## src/rtl/board_disp_sched_if.sv

```systemverilog
// Link between the display scheduler and the shared parallel-to-serial engine.
// The master side drives data, start and chain-select; the engine reports busy/finish.
interface board_disp_sched_if;
    logic        p2s_start;
    logic        p2s_busy;
    logic        p2s_finish;
    logic        p2s_sel;
    logic [63:0] p2s_data;

    modport master (
        output p2s_start,
        output p2s_sel,
        output p2s_data,
        input  p2s_busy,
        input  p2s_finish
    );

    modport slave (
        input  p2s_start,
        input  p2s_sel,
        input  p2s_data,
        output p2s_busy,
        output p2s_finish
    );
endinterface

```

## src/rtl/board_disp_sched.sv

```systemverilog
// Shares one P2S shift engine between the 16-bit LED chain and the 64-bit 7-segment chain,
// resending a chain on data change, periodic refresh tick or forced refresh.
//
// state   | meaning
// --------+----------------------------------------------------------
// S_IDLE  | no frame in flight; arbitrate pending chains (round-robin)
// S_START | one-cycle start pulse to the engine, watchdog cleared
// S_WAIT  | waiting for engine finish, watchdog running
module board_disp_sched #(
    parameter int unsigned CLK_FREQ    = 100,
    parameter int unsigned REFRESH_MS  = 100,
    parameter int unsigned TIMEOUT_CYC = 10000
) (
    input  logic                       clk,
    input  logic                       rst_n,
    input  logic [15:0]                led,
    input  logic [63:0]                seg,
    input  logic                       force_req,
    board_disp_sched_if.master         eng,
    output logic                       done_led,
    output logic                       done_seg,
    output logic                       timeout
);

    localparam int unsigned REF_N    = CLK_FREQ * REFRESH_MS * 1000;
    localparam int unsigned REF_W    = (REF_N > 1) ? $clog2(REF_N) : 1;
    localparam int unsigned WD_W     = (TIMEOUT_CYC > 1) ? $clog2(TIMEOUT_CYC) : 1;
    localparam logic [REF_W-1:0] REF_LAST = REF_W'(REF_N - 1);
    localparam logic [WD_W-1:0]  WD_LAST  = WD_W'(TIMEOUT_CYC - 1);

    typedef enum logic [1:0] {S_IDLE, S_START, S_WAIT} state_t;

    state_t            state, state_nxt;
    logic [REF_W-1:0]  ref_cnt;
    logic [WD_W-1:0]   wd_cnt;
    logic [15:0]       sent_led;
    logic [63:0]       sent_seg;
    logic              pend_led_r, pend_seg_r;
    logic              last_grant;
    logic              tick, refresh;
    logic              req_led, req_seg;
    logic              grant_led, grant_seg;
    logic              wd_hit;
    logic              unused_busy;

    // Busy is informational only; sequencing relies solely on finish.
    assign unused_busy = eng.p2s_busy;

    assign tick    = (ref_cnt == REF_LAST);
    assign refresh = tick | force_req;
    assign req_led = pend_led_r | (led != sent_led);
    assign req_seg = pend_seg_r | (seg != sent_seg);
    assign wd_hit  = (state == S_WAIT) && !eng.p2s_finish && (wd_cnt == WD_LAST);

    always_comb begin
        grant_led = 1'b0;
        grant_seg = 1'b0;
        if (state == S_IDLE) begin
            if (req_led && req_seg) begin
                if (last_grant) grant_led = 1'b1;
                else            grant_seg = 1'b1;
            end else if (req_led) begin
                grant_led = 1'b1;
            end else if (req_seg) begin
                grant_seg = 1'b1;
            end
        end
    end

    always_ff @(posedge clk or negedge rst_n) begin
        if (!rst_n) state <= S_IDLE;
        else        state <= state_nxt;
    end

    always_comb begin
        state_nxt = state;
        case (state)
            S_IDLE:  if (grant_led || grant_seg) state_nxt = S_START;
            S_START: state_nxt = S_WAIT;
            S_WAIT:  if (eng.p2s_finish || wd_hit) state_nxt = S_IDLE;
            default: state_nxt = S_IDLE;
        endcase
    end

    always_comb begin
        eng.p2s_start = (state == S_START);
        timeout       = wd_hit;
    end

    always_ff @(posedge clk or negedge rst_n) begin
        if (!rst_n) begin
            ref_cnt      <= '0;
            wd_cnt       <= '0;
            sent_led     <= '0;
            sent_seg     <= '0;
            pend_led_r   <= 1'b1;
            pend_seg_r   <= 1'b1;
            last_grant   <= 1'b1;
            eng.p2s_sel  <= 1'b0;
            eng.p2s_data <= '0;
            done_led     <= 1'b0;
            done_seg     <= 1'b0;
        end else begin
            ref_cnt  <= tick ? '0 : ref_cnt + 1'b1;
            done_led <= (state == S_WAIT) && eng.p2s_finish && !eng.p2s_sel;
            done_seg <= (state == S_WAIT) && eng.p2s_finish &&  eng.p2s_sel;

            if (state == S_START)     wd_cnt <= '0;
            else if (state == S_WAIT) wd_cnt <= wd_cnt + 1'b1;

            if (grant_led) begin
                sent_led     <= led;
                eng.p2s_data <= {48'b0, led};
                eng.p2s_sel  <= 1'b0;
                last_grant   <= 1'b0;
            end else if (grant_seg) begin
                sent_seg     <= seg;
                eng.p2s_data <= seg;
                eng.p2s_sel  <= 1'b1;
                last_grant   <= 1'b1;
            end

            // Refresh outranks the clear from a same-cycle grant; an aborted frame re-queues its chain.
            if (refresh)                        pend_led_r <= 1'b1;
            else if (grant_led)                 pend_led_r <= 1'b0;
            else if (wd_hit && !eng.p2s_sel)    pend_led_r <= 1'b1;

            if (refresh)                        pend_seg_r <= 1'b1;
            else if (grant_seg)                 pend_seg_r <= 1'b0;
            else if (wd_hit && eng.p2s_sel)     pend_seg_r <= 1'b1;
        end
    end

endmodule

```

## src/flat_wrapper.sv

```systemverilog
// flat-port wrapper written by rule: the top's interface ports become plain ports
module board_disp_sched_flat 
#(
    parameter int unsigned CLK_FREQ    = 100,
    parameter int unsigned REFRESH_MS  = 100,
    parameter int unsigned TIMEOUT_CYC = 10000
)
  (clk, rst_n, led, seg, force_req, done_led, done_seg, timeout, eng_p2s_start, eng_p2s_sel, eng_p2s_data, eng_p2s_busy, eng_p2s_finish);
  board_disp_sched_if eng_i ();
  input  logic clk;
  input  logic rst_n;
  input  logic [15:0] led;
  input  logic [63:0] seg;
  input  logic force_req;
  output logic done_led;
  output logic done_seg;
  output logic timeout;
  output wire logic [$bits(eng_i.p2s_start)-1:0] eng_p2s_start;
  output wire logic [$bits(eng_i.p2s_sel)-1:0] eng_p2s_sel;
  output wire logic [$bits(eng_i.p2s_data)-1:0] eng_p2s_data;
  input wire logic [$bits(eng_i.p2s_busy)-1:0] eng_p2s_busy;
  input wire logic [$bits(eng_i.p2s_finish)-1:0] eng_p2s_finish;
  assign eng_p2s_start = eng_i.p2s_start;
  assign eng_p2s_sel = eng_i.p2s_sel;
  assign eng_p2s_data = eng_i.p2s_data;
  assign eng_i.p2s_busy = eng_p2s_busy;
  assign eng_i.p2s_finish = eng_p2s_finish;
  board_disp_sched #(.CLK_FREQ(CLK_FREQ), .REFRESH_MS(REFRESH_MS), .TIMEOUT_CYC(TIMEOUT_CYC)) u_core (.clk(clk), .rst_n(rst_n), .led(led), .seg(seg), .force_req(force_req), .eng(eng_i), .done_led(done_led), .done_seg(done_seg), .timeout(timeout));
endmodule
```

## config.mk

```make
export PLATFORM = sky130hd
export DESIGN_NAME = board_disp_sched_flat
export DESIGN_NICKNAME = d
export VERILOG_FILES = /design/src/rtl/board_disp_sched_if.sv /design/src/rtl/board_disp_sched.sv /design/src/flat_wrapper.sv
export SDC_FILE = /design/constraint.sdc
export NUM_CORES = 1
export LEC_CHECK = 0
export ABC_AREA = 1
export CORE_ASPECT_RATIO = 1.25
export CORE_UTILIZATION = 40
export CTS_CLUSTER_DIAMETER = 200
export DETAILED_ROUTE_END_ITERATION = 16
export GPL_ROUTABILITY_DRIVEN = 0
export GPL_TIMING_DRIVEN = 1
export HOLD_SLACK_MARGIN = 0.05
export RECOVER_POWER = 50
export REMOVE_ABC_BUFFERS = 1
export SLEW_MARGIN = 5
export SYNTH_ARGS = -nofsm -noshare
export SYNTH_HDL_FRONTEND = slang
export SYNTH_SLANG_ARGS = --single-unit
```

## constraint.sdc

```tcl
create_clock -name clk -period 2.68 [get_ports clk]
set_clock_uncertainty 0.1 [all_clocks]
set_input_delay 0.536 -clock clk [delete_from_list [all_inputs] [get_ports clk]]
set_output_delay 0.536 -clock clk [all_outputs]
set_load 0.03 [all_outputs]
```

# ---- After elaboration in Yosys (flattened, before gate mapping)
# Index checks and enable logic that the tools add are counted.
dict set report totals {
  in_bits 85
  out_inout_bits 69
  reg_bits 190
}
dict set report classes {
  reduce_logical 19
  muxes 25
  n_bitwise 4
  addsub 2
  n_eq_ne 8
}
# op count
set ops {}
lappend ops {{64-bit two-way mux} 2}
lappend ops {{64-bit != test} 1}
lappend ops {{14-bit two-way mux} 2}
lappend ops {{24-bit by 1-bit adder with 24-bit output, second input constant} 1}
lappend ops {{24-bit == test, second input constant} 1}
lappend ops {{24-bit two-way mux} 1}
lappend ops {{1-bit two-way mux} 17}
lappend ops {{16-bit != test} 1}
lappend ops {{14-bit by 1-bit adder with 14-bit output, second input constant} 1}
lappend ops {{14-bit == test, second input constant} 1}
lappend ops {{1-bit logical AND} 8}
lappend ops {{2-bit case mux with 3 select lines} 1}
lappend ops {{3-bit nonzero test} 2}
lappend ops {{2-bit two-way mux} 2}
lappend ops {{2-bit AND reduction} 2}
lappend ops {{2-bit nonzero test} 2}
lappend ops {{1-bit bitwise OR} 3}
lappend ops {{2-bit by 1-bit == test with 1-bit output, second input constant} 1}
lappend ops {{2-bit == test, second input constant} 1}
lappend ops {{1-bit logical NOT} 2}
lappend ops {{2-bit logical NOT} 1}
lappend ops {{1-bit logical OR} 2}
lappend ops {{2-bit by 1-bit != test with 1-bit output, second input constant} 1}
lappend ops {{2-bit != test, second input constant} 1}
lappend ops {{1-bit inverter} 1}

# ---- Longest topological paths before layout
# Gate-level depths: netlist of run 1.
dict set report depth {
  depth_word 9
  depth_mapped 16
  depth_no_buf 15
}

# ---- Worst setup path after synthesis of run 1
# Ideal clock, no wire load.
dict set report synth_timing {
  kind {reg2out}
  from {register u_core.wd_cnt[0]}
  to {output port timeout}
  t_arrival_ps 1488
  setup_slack_ps 556
  path_buffers 0
  path_stages_with_launch 6
  path_cell_list {dfrtp_1 > ha_1 > nand2_1 > nor3_1 > nand4_1 > nor3_1}
}
dict set report synth_between {
  elab_chain_cells 2
}
# item line
set synth_lines {}
lappend synth_lines {{from (decl)} board_disp_sched.sv:35} ;# logic [WD_W-1:0] wd_cnt;
lappend synth_lines {{from (signal assigned)} board_disp_sched.sv:109} ;# else if (state == S_WAIT) wd_cnt <= wd_cnt + 1'b1;
lappend synth_lines {{14-bit == test} board_disp_sched.sv:53} ;# assign wd_hit = (state == S_WAIT) && !eng.p2s_finish && (wd_cnt == WD_LAST);
lappend synth_lines {{1-bit logical AND} board_disp_sched.sv:53}
lappend synth_lines {{to (decl)} flat_wrapper.sv:17} ;# output logic timeout;
# No other way between the ends.

# ---- Final worst setup path of run 1
dict set report layout_timing {
  from {register u_core.state[1]}
  to {output port eng_p2s_start}
}
dict set report layout_between {
  elab_chain_cells 1
}
# item line
set layout_lines {}
lappend layout_lines {{from (decl)} board_disp_sched.sv:33} ;# state_t state, state_nxt;
lappend layout_lines {{from (signal assigned)} board_disp_sched.sv:72} ;# else state <= state_nxt;
lappend layout_lines {{2-bit by 1-bit == test with 1-bit output} board_disp_sched.sv:86} ;# eng.p2s_start = (state == S_START);
lappend layout_lines {{to (decl)} flat_wrapper.sv:18} ;# output wire logic [$bits(eng_i.p2s_start)-1:0] eng_p2s_start;
# No other way between the ends.

==> results of run 1 <==
## cell usage in the layout, fill, tap and decap left out, types with 2 or more instances in the layout
master	n
a211oi_1	2
clkbuf_1	2
nand4_1	16
nand3_1	119
buf_12	7
clkinv_4	2
nor2_1	72
bufinv_16	4
dlygate4sd3_1	4
nand2_2	4
dfstp_2	3
a21oi_1	15
clkinv_2	3
xnor2_1	20
nor4_1	6
or2_2	5
inv_2	2
inv_1	156
clkbuf_16	17
buf_4	30
dfrtp_1	187
clkinvlp_4	2
clkdlybuf4s50_1	147
clkbuf_2	2
ha_1	6
xor2_1	12
nor3b_1	2
o21ai_1	35
o21ai_0	59
nand2_1	360
nor3_1	17
## cell usage after synthesis (all sizes together)
cell,count,area (µm²)
nand3b,1,7.51
a22oi,1,7.51
nand4,17,113
xor2,12,105
nor2,72,278
a211oi,2,15.0
nor4,6,37.5
nor3,17,85.1
or2,5,31.3
o22ai,1,6.26
xnor2,20,175
a21boi,1,7.51
dfrtp,187,4680
dfstp,3,78.8
o31ai,1,7.51
o21ai,94,470
ha,6,75.1
buf,24,176
o21bai,1,7.51
a31oi,1,6.26
clkbuf,9,41.3
a21oi,15,75.1
nor3b,2,15.0
inv,158,593
nand2,365,1390
o21ba,1,10.0
a21o,1,7.51
nand3,120,611
## how the worst min path moves through the flow
stage	start	slack, ns	end
floorplan	rst_n	0.14	u_core.done_led
global placement	u_core.sent_led[0]	0.36	u_core.sent_led[0]
detailed placement	u_core.sent_led[0]	0.36	u_core.sent_led[0]
CTS	u_core.sent_led[0]	0.38	u_core.sent_led[0]
global route	u_core.ref_cnt[23]	0.40	u_core.ref_cnt[23]
finish	u_core.ref_cnt[23]	0.38	u_core.ref_cnt[23]
## per-stage QoR
stage | worst slack, ns | TNS, ns | cell area, µm² | instances
2_1_floorplan | -0.272 | -19.54 | 8890 | 1110
3_3_place_gp | -0.155 | -16.43 | 11200 | 1585
3_5_place_dp | -0.184 | -20.01 | 11200 | 1585
4_1_cts | 0.0288 | 0 | 11800 | 1618
5_1_grt | 0.0432 | 0 | 11800 | 1619
6_report | 0.139 | 0 | 11800 | 1619
## worst max-delay path: stages (launching register included)
cell and delay [ns]:
dfrtp_1 0.41, inv_1 0.10, ha_1 0.25, clkdlybuf4s50_1 0.70
## power by group through the flow
stage	clock, mW	combinational [mW]	sequential, mW
3_5_place_dp	0	5.97	4.72
6_report	2.74	5.92	4.66
5_1_grt	2.90	6.58	4.80
2_1_floorplan	0	2.57	5.50
4_1_cts	2.80	6.01	4.66
3_3_place_gp	0	5.92	4.68
## kinds of logic (layout without fill, tap and decap cells)
logic type / count (synthesis) / in the layout / share of synthesized area [%]
compound gates: 119 / 119 / 6.81
xor+xnor: 32 / 32 / 3.08
fa+ha+maj: 6 / 6 / 0.824
buf+inv: 191 / 383 / 8.90
flops: 190 / 190 / 52.2
other cells: 0 / 1 / 0
simple gates: 605 / 605 / 28.1
## registers in the layout, indices dropped and copies added (netlist names)
register	flops
u_core.done_led	1
u_core.sent_seg	64
u_core.done_seg	1
u_core.pend_led_r	1
u_core.state	2
u_core.ref_cnt	24
u_core.sent_led	16
u_core.pend_seg_r	1
u_core.eng.p2s_data	64
u_core.last_grant	1
u_core.eng.p2s_sel	1
u_core.wd_cnt	14
## layer usage
layer	global-route usage, %	part of all wire, %
met5	0	0
met4	6.55	1.6
met3	3.67	4.0
met2	35.1	50
met1	26.5	45
## what timing repair did
item,4_1_cts,5_1_grt
hold buffers,1,0
hold endpoints to repair,51,0
setup endpoints to repair,1,1
resized for setup,1,3
## layout make-up
cell class	count	area [µm²]
fill	2171	10500
multi-input combinational	762	3530
antenna	1	2.50
tap	283	354
clock inverter	13	188
clock buffer	19	443
sequential	190	4760
inverter	158	593
timing repair buffer	193	1910
==> report_table.html, run 1 <==
<table>
<tr><th>Metric</th><th>Value</th></tr>
<tr><th colspan="2">Global route</th></tr>
<tr><td>Total congestion overflow after global routing</td><td>0</td></tr>
<tr><td>Number of antenna violations at the first check in global routing</td><td>1</td></tr>
<tr><td>All-layer global routing usage</td><td>20.6%</td></tr>
<tr><td>Maximum number of pins on one net before global-route repair</td><td>66</td></tr>
<tr><td>Wire length of the first global-routing pass</td><td>37.2 mm</td></tr>
<tr><td>Number of global-route vias before repair</td><td>7580</td></tr>
<tr><th colspan="2">Pwr</th></tr>
<tr><td>Tot Pwr</td><td>13.3 mW</td></tr>
<tr><td>Pwr per Cell Area</td><td>1130 nW/µm²</td></tr>
<tr><td>Leak</td><td>5.98 nW</td></tr>
<tr><td>Internal cell power</td><td>7.91 mW</td></tr>
<tr><td>Switching share of power</td><td>40.6%</td></tr>
<tr><td>Peak ir drop on the vdd network</td><td>0.583 mV</td></tr>
<tr><td>Gate power share</td><td>44.5%</td></tr>
<tr><td>Flop pwr share</td><td>35.0%</td></tr>
<tr><td>Reported net switching power</td><td>5.41 mW</td></tr>
<tr><td>Power share of the clock group</td><td>20.5%</td></tr>
<tr><th colspan="2">Route</th></tr>
<tr><td>Post-DRT Antenna Nets</td><td>0</td></tr>
<tr><td>Routed wirelength normalized by instance count</td><td>14.0 µm</td></tr>
<tr><td>Number of DRC markers after the initial detailed-route iteration</td><td>395</td></tr>
<tr><td>Total via count in the routed design</td><td>7797</td></tr>
<tr><td>Routed wire length</td><td>22.7 mm</td></tr>
<tr><td>DRC viols</td><td>0</td></tr>
<tr><td>Per-cell via count in the routed design</td><td>4.82</td></tr>
<tr><td>Detailed-routing iteration count for the pre-antenna-repair pass</td><td>5</td></tr>
<tr><th colspan="2">Min path</th></tr>
<tr><td>Worst min path class</td><td>reg2reg</td></tr>
<tr><td>Depth of the worst hold-timing path</td><td>1</td></tr>
<tr><th colspan="2">Clock tree</th></tr>
<tr><td>Number of clock buffers inserted by TritonCTS</td><td>17</td></tr>
<tr><td>Number of sinks driven by the clock tree</td><td>190</td></tr>
<tr><td>Maximum buffer depth of the clock tree</td><td>2</td></tr>
<tr><td>Root Buffer</td><td>clkbuf_16</td></tr>
<tr><td># H-tree levels</td><td>4</td></tr>
<tr><td>Postcts setup bufs</td><td>0</td></tr>
<tr><td>Clk pin slew, worst setup/hold paths</td><td>0.07 ns</td></tr>
<tr><td>Clock latency on the worst-skew pair</td><td>0.44 ns</td></tr>
<tr><td>TritonCTS clock tree</td><td>done</td></tr>
<tr><th colspan="2">STA</th></tr>
<tr><td>Slew Viols, Final</td><td>0</td></tr>
<tr><td>Final worst path period share</td><td>94.8%</td></tr>
<tr><td>Slew @ Worst Pin</td><td>1.47 ns</td></tr>
<tr><td>Hold Worst Slack</td><td>0.378 ns</td></tr>
<tr><td>Min Clock Period, post-route</td><td>2.54 ns</td></tr>
<tr><td>RSZ-0062 raised after global routing</td><td>false</td></tr>
<tr><td>Fmax achieved</td><td>394 MHz</td></tr>
<tr><td>Finish-stage setup viols</td><td>0</td></tr>
<tr><td>Normalized max-slew margin</td><td>2.20%</td></tr>
<tr><td>Number of hold violations in the final report</td><td>0</td></tr>
<tr><th colspan="2">Critical path</th></tr>
<tr><td>Kind of capture point of the worst setup path</td><td>output pin</td></tr>
<tr><td>Arr. time, crit path</td><td>1.90 ns</td></tr>
<tr><td>R2R cell count</td><td>11</td></tr>
<tr><td>Req. time, crit path</td><td>2.04 ns</td></tr>
<tr><td>Worst R2R Start</td><td>u_core.ref_cnt[0]</td></tr>
<tr><td>Reg2Reg Capture Point</td><td>u_core.ref_cnt[18]</td></tr>
<tr><td>Critical path startpoint category</td><td>register</td></tr>
<tr><td>Setup crit start</td><td>u_core.state[1]</td></tr>
<tr><td>Critical path start-end classification</td><td>reg2out</td></tr>
<tr><td>Endpoint of the most critical setup path</td><td>eng_p2s_start</td></tr>
<tr><td>Critical path peak fanout</td><td>4</td></tr>
<tr><td>Register-to-Register Setup Slack</td><td>0.44 ns</td></tr>
<tr><th colspan="2">Synth</th></tr>
<tr><td>Warnings from Yosys</td><td>0</td></tr>
<tr><td>Flip-flop and latch count after synthesis</td><td>190</td></tr>
<tr><td>Sequential cell area fraction in the yosys report</td><td>52.2%</td></tr>
<tr><td>Post-Synthesis Cell Area</td><td>9110 µm²</td></tr>
<tr><td>Number of distinct standard cells referenced by the synthesized netlist</td><td>38</td></tr>
<tr><td>Gate count of the mapped netlist</td><td>1143</td></tr>
<tr><td>Mapped Avg Cell Area</td><td>7.97 µm²</td></tr>
<tr><th colspan="2">Floorplanning</th></tr>
<tr><td>Count of pins on the block boundary</td><td>154</td></tr>
<tr><td>Height of the chip</td><td>171 µm</td></tr>
<tr><td>Site Rows</td><td>61</td></tr>
<tr><td>Die area</td><td>23400 µm²</td></tr>
<tr><td>Die X-Extent</td><td>137 µm</td></tr>
<tr><td>Std-Cell Core Area</td><td>22300 µm²</td></tr>
<tr><td>Initial core utilization</td><td>40.9%</td></tr>
<tr><th colspan="2">Flow run</th></tr>
<tr><td>Maximum capacitance violations</td><td>0</td></tr>
<tr><th colspan="2">Cells and area</th></tr>
<tr><td>P&amp;R area growth vs syn</td><td>29.3%</td></tr>
<tr><td>NumNets Final</td><td>1413</td></tr>
<tr><td>Fraction of the core area covered by cells at the end of the flow</td><td>52.8%</td></tr>
<tr><td>Layout cells sized above 1</td><td>6.74%</td></tr>
<tr><th colspan="2">Outcome</th></tr>
<tr><td>Outcome</td><td>finished, final reports clean</td></tr>
<tr><th colspan="2">Place</th></tr>
<tr><td>Count of buffers from port buffering</td><td>152</td></tr>
<tr><td>Sum of net half-perimeters after detailed placement</td><td>16.3 mm</td></tr>
</table>
Power figures use the tool's default switching activity.
==> run 2, diff against run 1 <==
--- a/config.mk
+++ b/config.mk
@@ -5,8 +5,8 @@
 export SDC_FILE = /design/constraint.sdc
 export NUM_CORES = 1
 export LEC_CHECK = 0
-export ABC_AREA = 1
 export CORE_ASPECT_RATIO = 1.25
+export CORE_MARGIN = 2
 export CORE_UTILIZATION = 40
 export CTS_CLUSTER_DIAMETER = 200
 export DETAILED_ROUTE_END_ITERATION = 16
==> run 2 against run 1 <==
The flow now finishes with violations (max-capacitance violations, max-slew violations, negative setup slack); global-route usage rose by 0.43 points; cell area rose by 5.2%; synthesized cell count fell by 40%; die area fell by 5.2%; register-to-register slack got worse by 0.54 ns; flip-flop and latch count did not move; worst setup slack got worse by 0.30 ns; utilization rose by 7.1 points; maximum frequency fell by 11%; clock power fell by 6%; worst hold slack got worse by 0.030 ns; first-iteration DRC count fell by 7.1%.
==> report_table.html, run 2 <==
<table>
<tr><th>Metric</th><th>Value</th></tr>
<tr><th colspan="2">Synth</th></tr>
<tr><td>Flip-flop and latch count after synthesis</td><td>190</td></tr>
<tr><td>Share of Yosys cell area claimed by the top area cell type</td><td>55.8%</td></tr>
<tr><td>Fraction of synthesis flops using an asynchronous set or reset pin</td><td>100%</td></tr>
<tr><td>Post-Synthesis Cell Area</td><td>8390 µm²</td></tr>
<tr><td>Sequential cell area fraction in the yosys report</td><td>56.7%</td></tr>
<tr><td>EDFF count, synth</td><td>0</td></tr>
<tr><td>Warnings from Yosys</td><td>0</td></tr>
<tr><td>Cell type with the largest total area after synthesis</td><td>dfrtp_1</td></tr>
<tr><td>Gate count of the mapped netlist</td><td>684</td></tr>
<tr><td>Most frequent cells after synthesis</td><td>dfrtp_1 (187), xnor2_1 (56), a22o_1 (48), xor2_1 (33), nor2_1 (31)</td></tr>
<tr><td>Number of distinct standard cells referenced by the synthesized netlist</td><td>43</td></tr>
<tr><td>Flip-flop cell with the highest count after synthesis</td><td>dfrtp_1</td></tr>
<tr><td>Leading post-synthesis cells by cell area</td><td>dfrtp_1 (56%), xnor2_1 (5.8%), a22o_1 (5.0%)</td></tr>
<tr><td>Mapped Avg Cell Area</td><td>12.3 µm²</td></tr>
<tr><td>Leading cell type by number of instances after synthesis</td><td>dfrtp_1</td></tr>
<tr><th colspan="2">Clock tree</th></tr>
<tr><td>Root Buffer</td><td>clkbuf_16</td></tr>
<tr><td>Clock latency on the worst-skew pair</td><td>0.44 ns</td></tr>
<tr><td># H-tree levels</td><td>4</td></tr>
<tr><td>Maximum buffer depth of the clock tree</td><td>2</td></tr>
<tr><td>Number of sinks driven by the clock tree</td><td>190</td></tr>
<tr><td>Number of clock buffers inserted by TritonCTS</td><td>17</td></tr>
<tr><td>Clk pin slew, worst setup/hold paths</td><td>0.07 ns</td></tr>
<tr><td>TritonCTS clock tree</td><td>done</td></tr>
<tr><th colspan="2">Critical path</th></tr>
<tr><td>Kind of capture point of the worst setup path</td><td>register</td></tr>
<tr><td>Slowest-stage cell, CP</td><td>clkdlybuf4s50_1</td></tr>
<tr><td>Crit path top cell by count</td><td>buf_12</td></tr>
<tr><td>R2R cell count</td><td>13</td></tr>
<tr><td>Worst stage delay on the critical path</td><td>0.50 ns</td></tr>
<tr><td>Reg2Reg Capture Point</td><td>u_core.sent_seg[50]</td></tr>
<tr><td>Critical path startpoint category</td><td>input port</td></tr>
<tr><td>Register-to-Register Setup Slack</td><td>-0.10 ns</td></tr>
<tr><td>CP bufs+invs</td><td>7</td></tr>
<tr><td>Critical path peak fanout</td><td>15</td></tr>
<tr><td>Worst R2R Start</td><td>u_core.sent_seg[39]</td></tr>
<tr><td>Req. time, crit path</td><td>2.90 ns</td></tr>
<tr><td>Critical path start-end classification</td><td>in2reg</td></tr>
<tr><td>Worst path top cell family by delay</td><td>buffers and inverters</td></tr>
<tr><td>Crit-path cells</td><td>clkdlybuf4s50_1, xnor2_1, nand4_1, nor4_1, buf_4, buf_4, a311oi_4, buf_6, buf_12, buf_12, buf_12, mux2_4</td></tr>
<tr><td>Arr. time, crit path</td><td>3.06 ns</td></tr>
<tr><th colspan="2">Cells and area</th></tr>
<tr><td>NumNets Final</td><td>1052</td></tr>
<tr><td>Most frequent cells in the layout</td><td>dfrtp_1 (187), clkdlybuf4s50_1 (132), buf_4 (88)</td></tr>
<tr><td>Leading cell type in the layout, fill and taps excluded</td><td>dfrtp_1</td></tr>
<tr><td>Post-Layout Cell Count</td><td>1250</td></tr>
<tr><td>Fraction of the core area covered by cells at the end of the flow</td><td>59.9%</td></tr>
<tr><td>Total non-filler cell area in the finished layout</td><td>12400 µm²</td></tr>
<tr><td>Leading registers by flop count</td><td>u_core.eng.p2s_data x64, u_core.sent_seg x64, u_core.ref_cnt x24</td></tr>
<tr><td>P&amp;R area growth vs syn</td><td>47.6%</td></tr>
<tr><td>Layout cells sized above 1</td><td>26.6%</td></tr>
<tr><th colspan="2">Floorplanning</th></tr>
<tr><td>Die area</td><td>22200 µm²</td></tr>
<tr><td>Initial core utilization</td><td>40.6%</td></tr>
<tr><td>Site Rows</td><td>59</td></tr>
<tr><td>Height of the chip</td><td>166 µm</td></tr>
<tr><td>Std-Cell Core Area</td><td>20700 µm²</td></tr>
<tr><td>Die X-Extent</td><td>134 µm</td></tr>
<tr><td>Count of pins on the block boundary</td><td>154</td></tr>
<tr><th colspan="2">STA</th></tr>
<tr><td>Hold Worst Slack</td><td>0.348 ns</td></tr>
<tr><td>Total Neg Setup Slack</td><td>-7.65 ns</td></tr>
<tr><td>Fmax achieved</td><td>352 MHz</td></tr>
<tr><td>Normalized max-slew margin</td><td>-1.57%</td></tr>
<tr><td>Slew Viols, Final</td><td>58</td></tr>
<tr><td>Slew @ Worst Pin</td><td>1.52 ns</td></tr>
<tr><td>Worst-case setup margin in the final layout</td><td>-0.160 ns</td></tr>
<tr><td>RSZ-0062 raised after global routing</td><td>true</td></tr>
<tr><td>Finish-stage setup viols</td><td>111</td></tr>
<tr><td>Final worst path period share</td><td>106%</td></tr>
<tr><td>Number of hold violations in the final report</td><td>0</td></tr>
<tr><td>Min Clock Period, post-route</td><td>2.84 ns</td></tr>
<tr><th colspan="2">Outcome</th></tr>
<tr><td>Failing checks</td><td>max-capacitance violations, max-slew violations, negative setup slack</td></tr>
<tr><td>Outcome</td><td>finished, violations left</td></tr>
<tr><th colspan="2">Route</th></tr>
<tr><td>Total via count in the routed design</td><td>6545</td></tr>
<tr><td>Routed wire length</td><td>23.2 mm</td></tr>
<tr><td>Post-DRT Antenna Nets</td><td>0</td></tr>
<tr><td>Detailed-routing iteration count for the pre-antenna-repair pass</td><td>5</td></tr>
<tr><td>Number of DRC markers after the initial detailed-route iteration</td><td>367</td></tr>
<tr><td>Per-cell via count in the routed design</td><td>5.24</td></tr>
<tr><td>Routed wirelength normalized by instance count</td><td>18.6 µm</td></tr>
<tr><td>DRC viols</td><td>0</td></tr>
<tr><th colspan="2">Min path</th></tr>
<tr><td>Hold-critical path endpoint</td><td>u_core.eng.p2s_data[60]</td></tr>
<tr><td>Worst min path class</td><td>in2reg</td></tr>
<tr><td>Depth of the worst hold-timing path</td><td>2</td></tr>
<tr><td>Worst Hold Launch</td><td>seg[60]</td></tr>
<tr><th colspan="2">Place</th></tr>
<tr><td>Placed Area</td><td>11000 µm²</td></tr>
<tr><td>Sum of net half-perimeters after detailed placement</td><td>15.4 mm</td></tr>
<tr><td>Number of instances in the placed design</td><td>1180</td></tr>
<tr><td>Worst slack after detailed placement</td><td>-0.924 ns</td></tr>
<tr><td>Count of buffers from port buffering</td><td>152</td></tr>
<tr><th colspan="2">Global route</th></tr>
<tr><td>Most congested layer reported by global routing</td><td>met2</td></tr>
<tr><td>All-layer global routing usage</td><td>21.1%</td></tr>
<tr><td>Met2 usage</td><td>36.8%</td></tr>
<tr><td>Maximum number of pins on one net before global-route repair</td><td>58</td></tr>
<tr><td>Number of global-route vias before repair</td><td>6965</td></tr>
<tr><td>Met3 GRT Util</td><td>3.97%</td></tr>
<tr><td>Number of antenna violations at the first check in global routing</td><td>3</td></tr>
<tr><td>Wire length of the first global-routing pass</td><td>36.9 mm</td></tr>
<tr><td>Total congestion overflow after global routing</td><td>0</td></tr>
<tr><td>GR Util met1</td><td>26.7%</td></tr>
<tr><th colspan="2">Flow run</th></tr>
<tr><td>Maximum capacitance violations</td><td>1</td></tr>
<tr><th colspan="2">Pwr</th></tr>
<tr><td>Leak</td><td>5.57 nW</td></tr>
<tr><td>Peak ir drop on the vdd network</td><td>0.581 mV</td></tr>
<tr><td>Pwr per Cell Area</td><td>1140 nW/µm²</td></tr>
<tr><td>Tot Pwr</td><td>14.1 mW</td></tr>
</table>
-- run 2: changes by cell type after synthesis, sizes merged, moves of 10 or more --
cell,change
and2,+18
nor2,-41
nand2,-335
a22o,+48
inv,-134
mux2,+60
a221o,+17
xnor2,+36
o21ai,-79
nand3,-103
a21o,+16
nor2b,+10
xor2,+21
-- run 2: cell families after synthesis --
logic type,synth area share (%)
AOI/OAI and AO/OA,12.1
xor gates and xnor gates,9.29
adders and majority gates,0.895
buffers and inverters,2.68
DFF,56.7
muxes,8.05
and+or+nand+nor,10.2
-- run 2: layout make-up --
class	instances	area [µm²]
fillers	1697	8280
multi-input cells	444	3750
flip-flops and latches	190	4760
repair buffers	284	2850
diodes	3	7.51
well taps	274	343
inverters	24	90.1
clock buffers	20	457
clock inverters	11	134
-- run 2: timing repair --
item                                    4_1_cts  5_1_grt
setup buffers                                21       12
endpoints found under the setup margin      151      150
pin swaps                                    19       23
endpoints found under the hold margin        49        0
gates resized for setup                      84       63
gates cloned                                  6        5
hold buffers                                  1        0
-- run 2: how the worst max path moves through the flow --
stage / start / to / slack [ns] / cells after the start
5_1_grt: u_core.sent_seg[39] / u_core.eng.p2s_data[3] / -0.19 / 13
3_5_place_dp: seg[55] / u_core.eng.p2s_data[48] / -0.92 / 12
4_1_cts: u_core.sent_seg[23] / u_core.sent_seg[54] / -0.24 / 13
3_3_place_gp: seg[23] / u_core.eng.p2s_data[15] / -0.92 / 12
2_1_floorplan: seg[57] / u_core.sent_seg[18] / -7.15 / 6
6_report: seg[25] / u_core.sent_seg[50] / -0.16 / 12
-- run 2: power by group --
group | internal, mW | switching (mW) | leakage, nW | total, mW
logic | 3.68 | 3.10 | 2.90 | 6.77
clock network | 1.43 | 1.15 | 0.287 | 2.58
registers | 3.98 | 0.799 | 2.38 | 4.78
-- run 2: per-layer routing --
layer	up-vias	part of all wire, %
met1	3367	42
li1	3003	-
met5	-	0
met2	143	52
met3	32	3.9
met4	0	2.1
